File: src/rtl/gfx_pkg.sv
// Shared framebuffer definitions: geometry, merged-word layout, flush FSM states.
package gfx_pkg;

    localparam int unsigned FB_WIDTH  = 640;
    localparam int unsigned FB_HEIGHT = 480;
    localparam int unsigned ADDR_W    = 17;
    localparam int unsigned LIN_W     = 19;

    // One SRAM word: four 4-bit lanes plus a per-lane write enable.
    typedef struct packed {
        logic [ADDR_W-1:0] addr;
        logic [15:0]       data;
        logic [3:0]        mask;
    } fb_word_t;

    typedef enum logic [1:0] {
        StRun,
        StFlushPush,
        StFlushDrain
    } flush_st_e;

endpackage

File: src/rtl/fb_wr_fifo.sv
// Synchronous FIFO of merged framebuffer words; a push into a full FIFO is
// accepted when the head is popped on the same edge.
module fb_wr_fifo
    import gfx_pkg::*;
#(
    parameter int unsigned DEPTH = 8
) (
    input  logic     clk,
    input  logic     reset,
    input  logic     push,
    input  fb_word_t din,
    input  logic     pop,
    output fb_word_t dout,
    output logic     full,
    output logic     empty
);

    localparam int unsigned PTR_W = $clog2(DEPTH);

    fb_word_t         mem [DEPTH];
    logic [PTR_W-1:0] wr_ptr;
    logic [PTR_W-1:0] rd_ptr;
    logic [PTR_W:0]   count;
    logic             do_push;
    logic             do_pop;

    // Status flags and qualified push/pop.
    always_comb begin
        full    = (count == (PTR_W+1)'(DEPTH));
        empty   = (count == '0);
        do_pop  = pop && !empty;
        do_push = push && (!full || do_pop);
        dout    = mem[rd_ptr];
    end

    // Storage array, no reset needed.
    always_ff @(posedge clk) begin
        if (do_push) begin
            mem[wr_ptr] <= din;
        end
    end

    // Pointers and occupancy; pointers wrap naturally since DEPTH is a power of 2.
    always_ff @(posedge clk) begin
        if (reset) begin
            wr_ptr <= '0;
            rd_ptr <= '0;
            count  <= '0;
        end else begin
            if (do_push) begin
                wr_ptr <= wr_ptr + 1'b1;
            end
            if (do_pop) begin
                rd_ptr <= rd_ptr + 1'b1;
            end
            if (do_push && !do_pop) begin
                count <= count + 1'b1;
            end else if (do_pop && !do_push) begin
                count <= count - 1'b1;
            end
        end
    end

endmodule

File: src/rtl/fb_write_combiner.sv
// Merges 4-bit pixel writes into masked 16-bit SRAM word writes, buffers them in
// a FIFO and drains them under valid/ready; flush pushes the open word and waits
// for the memory side to go idle.
module fb_write_combiner #(
    parameter int unsigned FB_WIDTH   = 640,
    parameter int unsigned FB_HEIGHT  = 480,
    parameter int unsigned FIFO_DEPTH = 8,
    parameter int unsigned ADDR_W     = 17
) (
    input  logic              clk,
    input  logic              reset,
    input  logic              pix_valid,
    input  logic [9:0]        pix_x,
    input  logic [9:0]        pix_y,
    input  logic [3:0]        pix_data,
    output logic              pix_ready,
    input  logic              flush,
    output logic              flush_done,
    output logic              mem_we,
    output logic [ADDR_W-1:0] mem_addr,
    output logic [15:0]       mem_wdata,
    output logic [3:0]        mem_mask,
    input  logic              mem_ready,
    output logic              overflow,
    output logic [15:0]       oob_count
);

    import gfx_pkg::*;

    logic [LIN_W-1:0]  lin;
    logic [ADDR_W-1:0] word_addr;
    logic [1:0]        lane;
    logic              oob;
    logic              accept;
    logic              accept_in;
    logic              new_word;
    logic              alive;
    logic              open_v;
    fb_word_t          open_word;
    fb_word_t          merged;
    fb_word_t          fifo_head;
    flush_st_e         state;
    logic              fifo_push;
    logic              fifo_pop;
    logic              fifo_full;
    logic              fifo_empty;

    // Address decode, merge of the incoming pixel, handshakes and output decode.
    always_comb begin
        lin       = LIN_W'(pix_y) * LIN_W'(FB_WIDTH) + LIN_W'(pix_x);
        word_addr = ADDR_W'(lin[LIN_W-1:2]);
        lane      = pix_x[1:0];
        oob       = (32'(pix_x) >= FB_WIDTH) || (32'(pix_y) >= FB_HEIGHT);

        // alive holds ready low for the first cycle out of reset
        pix_ready = alive && (state == StRun) && !fifo_full;
        accept    = pix_valid && pix_ready;
        accept_in = accept && !oob;
        new_word  = !open_v || (open_word.addr != word_addr);

        merged = open_word;
        if (new_word) begin
            merged.addr = word_addr;
            merged.data = '0;
            merged.mask = '0;
        end
        merged.data[{lane, 2'b00} +: 4] = pix_data;
        merged.mask[lane]               = 1'b1;

        mem_we    = !fifo_empty;
        mem_addr  = mem_we ? ADDR_W'(fifo_head.addr) : '0;
        mem_wdata = mem_we ? fifo_head.data : '0;
        mem_mask  = mem_we ? fifo_head.mask : '0;
        fifo_pop  = mem_we && mem_ready;

        // Evict on a word change, or flush out the open word once there is room.
        fifo_push = (accept_in && open_v && (open_word.addr != word_addr))
                  || ((state == StFlushPush) && open_v && (!fifo_full || fifo_pop));

        flush_done = (state == StFlushDrain) && fifo_empty;
    end

    // Open-word register, flush FSM, sticky overflow and out-of-range counter.
    always_ff @(posedge clk) begin
        if (reset) begin
            alive     <= 1'b0;
            open_v    <= 1'b0;
            open_word <= '0;
            state     <= StRun;
            overflow  <= 1'b0;
            oob_count <= '0;
        end else begin
            alive <= 1'b1;
            if (pix_valid && !pix_ready) begin
                overflow <= 1'b1;
            end
            if (accept && oob && (oob_count != 16'hFFFF)) begin
                oob_count <= oob_count + 16'd1;
            end
            if (accept_in) begin
                open_v    <= 1'b1;
                open_word <= merged;
            end
            unique case (state)
                StRun: begin
                    if (flush) begin
                        state <= StFlushPush;
                    end
                end
                StFlushPush: begin
                    if (!open_v) begin
                        state <= StFlushDrain;
                    end else if (fifo_push) begin
                        open_v <= 1'b0;
                        state  <= StFlushDrain;
                    end
                end
                StFlushDrain: begin
                    if (fifo_empty) begin
                        state <= StRun;
                    end
                end
                default: state <= StRun;
            endcase
        end
    end

    fb_wr_fifo #(
        .DEPTH (FIFO_DEPTH)
    ) u_fifo (
        .clk   (clk),
        .reset (reset),
        .push  (fifo_push),
        .din   (open_word),
        .pop   (fifo_pop),
        .dout  (fifo_head),
        .full  (fifo_full),
        .empty (fifo_empty)
    );

endmodule

File: config.mk
export PLATFORM = sky130hd
export DESIGN_NAME = fb_write_combiner
export DESIGN_NICKNAME = d
export VERILOG_FILES = /design/src/rtl/gfx_pkg.sv /design/src/rtl/fb_wr_fifo.sv /design/src/rtl/fb_write_combiner.sv
export SDC_FILE = /design/constraint.sdc
export NUM_CORES = 1
export LEC_CHECK = 0
export BUFFER_PORTS_ARGS = -buffer_cell sky130_fd_sc_hd__buf_4
export CORE_MARGIN = 8
export CORE_UTILIZATION = 55
export DETAILED_ROUTE_END_ITERATION = 8
export PLACE_DENSITY_LB_ADDON = 0.08
export SETUP_SLACK_MARGIN = 0.02
export SYNTH_ARGS = -nofsm -noshare
export SYNTH_HDL_FRONTEND = slang
export SYNTH_SLANG_ARGS = --single-unit
export TNS_END_PERCENT = 30
File: constraint.sdc
create_clock -name clk -period 10.43 [get_ports clk]
set_input_delay 0 -clock clk [delete_from_list [all_inputs] [get_ports clk]]
set_output_delay 0 -clock clk [all_outputs]
set_load 0.02 [all_outputs]
==> impl_metrics.yaml <==
status:
  status: "completed"
clocking:
  cts_resized: 0
  cts.sinks: 367
  numCtsBuffers: 37
  clk_path_buf_depth: 3
  clockRootBuffer: "clkbuf_16"
  clkTransAtPathRegs_ns: 0.06
  h-tree-depth: 2
  cts_tree: "done"
  clock_latency_ns: 0.52
  post_cts_buffers: 0
  cts_hold_buf: 19
layout:
  antenna_cells: 0
  area_delta_synth_final_pct: 16.2
  drive_gt1_share_pct: 24.0
  finalNetCount: 1156
  finalCoreUtilization_pct: 65.0
floorplanning:
  start_util_pct: 55.9
  design.portCount: 86
  core-area_um2: 27900
  row_count: 61
  die_x_um: 184
  dieArea_um2: 34000
  die_h_um: 184
global_routing:
  antenna_found_initial: 0
  grt_use_total_pct: 18.6
  grt_pass1_vias: 9005
  grt_pass1_wl_mm: 49.1
  grt_max_degree: 68
  globalRouteOverflowTotal: 0
sta:
  worst_pin_slew_ns: 1.09
  fin_crit_ns: 5.11
  setup-violations-final: 0
  relSlewSlack_pct: 26.7
  skew_ns: 0.0185
  hold_viol: 0
  final.period_utilization_pct: 49.0
  rsz0062_at_grt: "false"
  setup_tns_ns: 0
  slew_viol_final: 0
  fin_ws_ns: 5.32
  fmax_mhz: 196
power:
  clockPowerShare_pct: 35.4
  internal-power_mw: 2.71
  leakage_nw: 6.01
  p_seq_share_pct: 43.9
  p_comb_share_pct: 20.6
  switchingPower_uw: 993
  power-per-cell-area_nw_per_um2: 205
  switching_share_pct: 26.8
  ir_worst_vdd_mv: 0.113
setup_path:
  slowest_delay_ns: 0.59
  critPathMaxFanout: 11
  cp-start-kind: "input port"
  r2r_slack_ns: 5.83
  crit_path_end_kind: "register"
  arrival_ns: 5.55
  crit_path_start: "pix_y[0]"
  crit_path_frequent_cell: "ha_1"
  required_ns: 10.87
  timing.rr.start: "open_word[20]$_SDFFE_PP0P_"
  crit_buf_inv: 5
  worstSetupPathType: "input port to register"
  cp_top_family: "simple AND/OR/NAND/NOR gates"
  cp_cell_sequence: "dlygate4sd3_1 > buf_4 > ha_1 > ha_1 > inv_1 > fa_1 > and2b_1 > o22ai_2 > xnor2_1 > and3_1 > a311o_1 > o211ai_1 > nor4_2 > or2_1 > inv_1 > ha_1 > inv_1 > ha_1 > a21o_1 > a21oi_1 > xnor2_1 > or3_1 > a21oi_1"
  critPathCapture: "u_fifo.count[3]$_SDFFE_PP0P_"
  cp_num_cells: 23
  worst_path_max_delay_cell: "or2_1"
  r2r_cells: 17
  timing.rr.end: "u_fifo.count[3]$_SDFFE_PP0P_"
synthesis:
  avgSynthCellArea_um2: 15.9
  async_reset_ff_share_pct: 0
  synth_cell_type_count: 72
  yosys_register_bits: 367
  ys_seq_area_share_pct: 66.2
  synth.cell_area_um2: 15600
  synth-edff-count: 296
  synth_warnings: 0
  syn_nets: 1042
  synth-main-ff-cell: "edfxtp_1"
  syn_inst: 981
routing:
  drc: 0
  num_vias: 8719
  wire_per_inst_um: 20.6
  wl_mm: 30.9
  first_pass_iters: 4
  ant_nets: 0
  dr.first_iter.drc_count: 625
  viasPerCell: 5.81
hold_path:
  min_path_type: "input port to register"
  hold_path_depth: 4
placed_design:
  dp_hpwl_mm: 18.0
  place.gp.congestion: 0.780
  dp_slack_ns: 5.14
  port_buffers: 85
job:
  drv_cap: 0
[cell usage after synthesis, types with 9 or more instances]
library cell / number / area share (%)
xnor2_1: 24 / 1.3
o21ai_0: 26 / 0.84
edfxtp_1: 296 / 57
or3_1: 13 / 0.52
a211oi_1: 12 / 0.58
mux2i_1: 39 / 2.5
ha_1: 29 / 2.3
inv_1: 18 / 0.43
buf_1: 19 / 0.46
clkbuf_1: 20 / 0.48
and3_1: 10 / 0.40
nand3_1: 19 / 0.61
nor2_1: 82 / 2.0
nand2_1: 30 / 0.72
mux4_2: 74 / 11
dfxtp_1: 71 / 9.1
nor3_1: 9 / 0.29
a21oi_1: 57 / 1.8
xor2_1: 15 / 0.84
o21ai_1: 10 / 0.32
[cells in the final DEF (no fill, tap or decap), types with 4 or more instances in the layout]
cell type      instances
edfxtp_1             296
buf_4                102
nor2_1                82
mux4_2                74
dfxtp_1               68
a21oi_1               57
mux2i_1               39
clkbuf_16             38
nand2_1               30
ha_1                  29
o21ai_0               26
xnor2_1               24
nand3_1               19
dlygate4sd3_1         19
inv_1                 18
xor2_1                15
or3_1                 13
a211oi_1              12
and3_1                10
o21ai_1               10
nor3_1                 8
nand3b_1               8
clkbuf_1               8
o211ai_1               6
clkinvlp_4             5
clkinv_2               5
nand4_1                4
a21oi_2                4
a211oi_2               4
a2bb2oi_1              4
clkbuf_8               4
[how the worst min path moves through the flow]
stage,startpoint,to,slack [ns]
2_1_floorplan,pix_data[0],open_word[4]$_SDFFE_PP0P_,0.12
3_3_place_gp,pix_valid,overflow$_SDFFE_PP0P_,0.25
3_5_place_dp,pix_valid,overflow$_SDFFE_PP0P_,0.26
4_1_cts,pix_x[1],open_word[3]$_SDFFE_PP0P_,0.007
5_1_grt,pix_x[1],open_word[3]$_SDFFE_PP0P_,0.03
6_report,pix_x[1],open_word[3]$_SDFFE_PP0P_,0.02
[metal layers]
metal	vias to the layer above	routed length [µm]	GRT usage, %
met5	-	0	0
met4	0	478	4.71
met3	37	1420	2.97
met2	191	14900	31.0
met1	4417	14200	25.3
li1	4074	-	-
[worst min-delay path, cell delays in order]
cell and delay, ns:
buf_4 0.13, ha_1 0.22, nand2_1 0.07, a21oi_1 0.05
[final cells by class]
| cell class | count | area, µm² |
|---|---|---|
| clock buffers | 50 | 1040 |
| clock inverters | 17 | 190 |
| fillers | 2013 | 9750 |
| inverters | 18 | 67.6 |
| multi-input cells | 550 | 5060 |
| flip-flops and latches | 367 | 10300 |
| well taps | 378 | 473 |
| repair buffers | 121 | 956 |
[registers in the layout (all words and copies together) (netlist names), named ones only]
register,cells
u_fifo.count,4
open_word,37
u_fifo.wr_ptr,3
u_fifo.mem,296
open_v,1
alive,1
state,2
oob_count,16
overflow,1
u_fifo.rd_ptr,3
[per-stage QoR]
step	hold WS, ns	instances	total power [mW]	cell area, µm²
after CTS	0.00730	1501	3.75	18100
after global routing	0.0322	1501	3.87	18100
final	0.0194	1501	3.71	18100
after global placement	0.252	1415	2.43	16700
after floorplan	0.121	981	2.18	15600
after detailed placement	0.259	1415	2.44	16700
[power groups by stage]
stage / Sequential [mW] / Clock, mW / Combinational (mW)
after global placement: 1.66 / 0 / 0.771
after floorplan: 1.63 / 0 / 0.548
after CTS: 1.63 / 1.33 / 0.782
after detailed placement: 1.66 / 0 / 0.776
final: 1.63 / 1.31 / 0.765
after global routing: 1.63 / 1.40 / 0.839
[logic make-up (layout without fill, tap and decap cells)]
family	Yosys count	after routing	synth area share, %
flops	367	367	66.2
compound gates	148	148	6.02
xor+xnor	43	43	2.73
mux	114	114	13.3
buf+inv	64	206	1.76
simple gates	213	213	7.32
fa+ha+maj	32	32	2.71
Note: power is estimated with default switching activity, not from simulation.
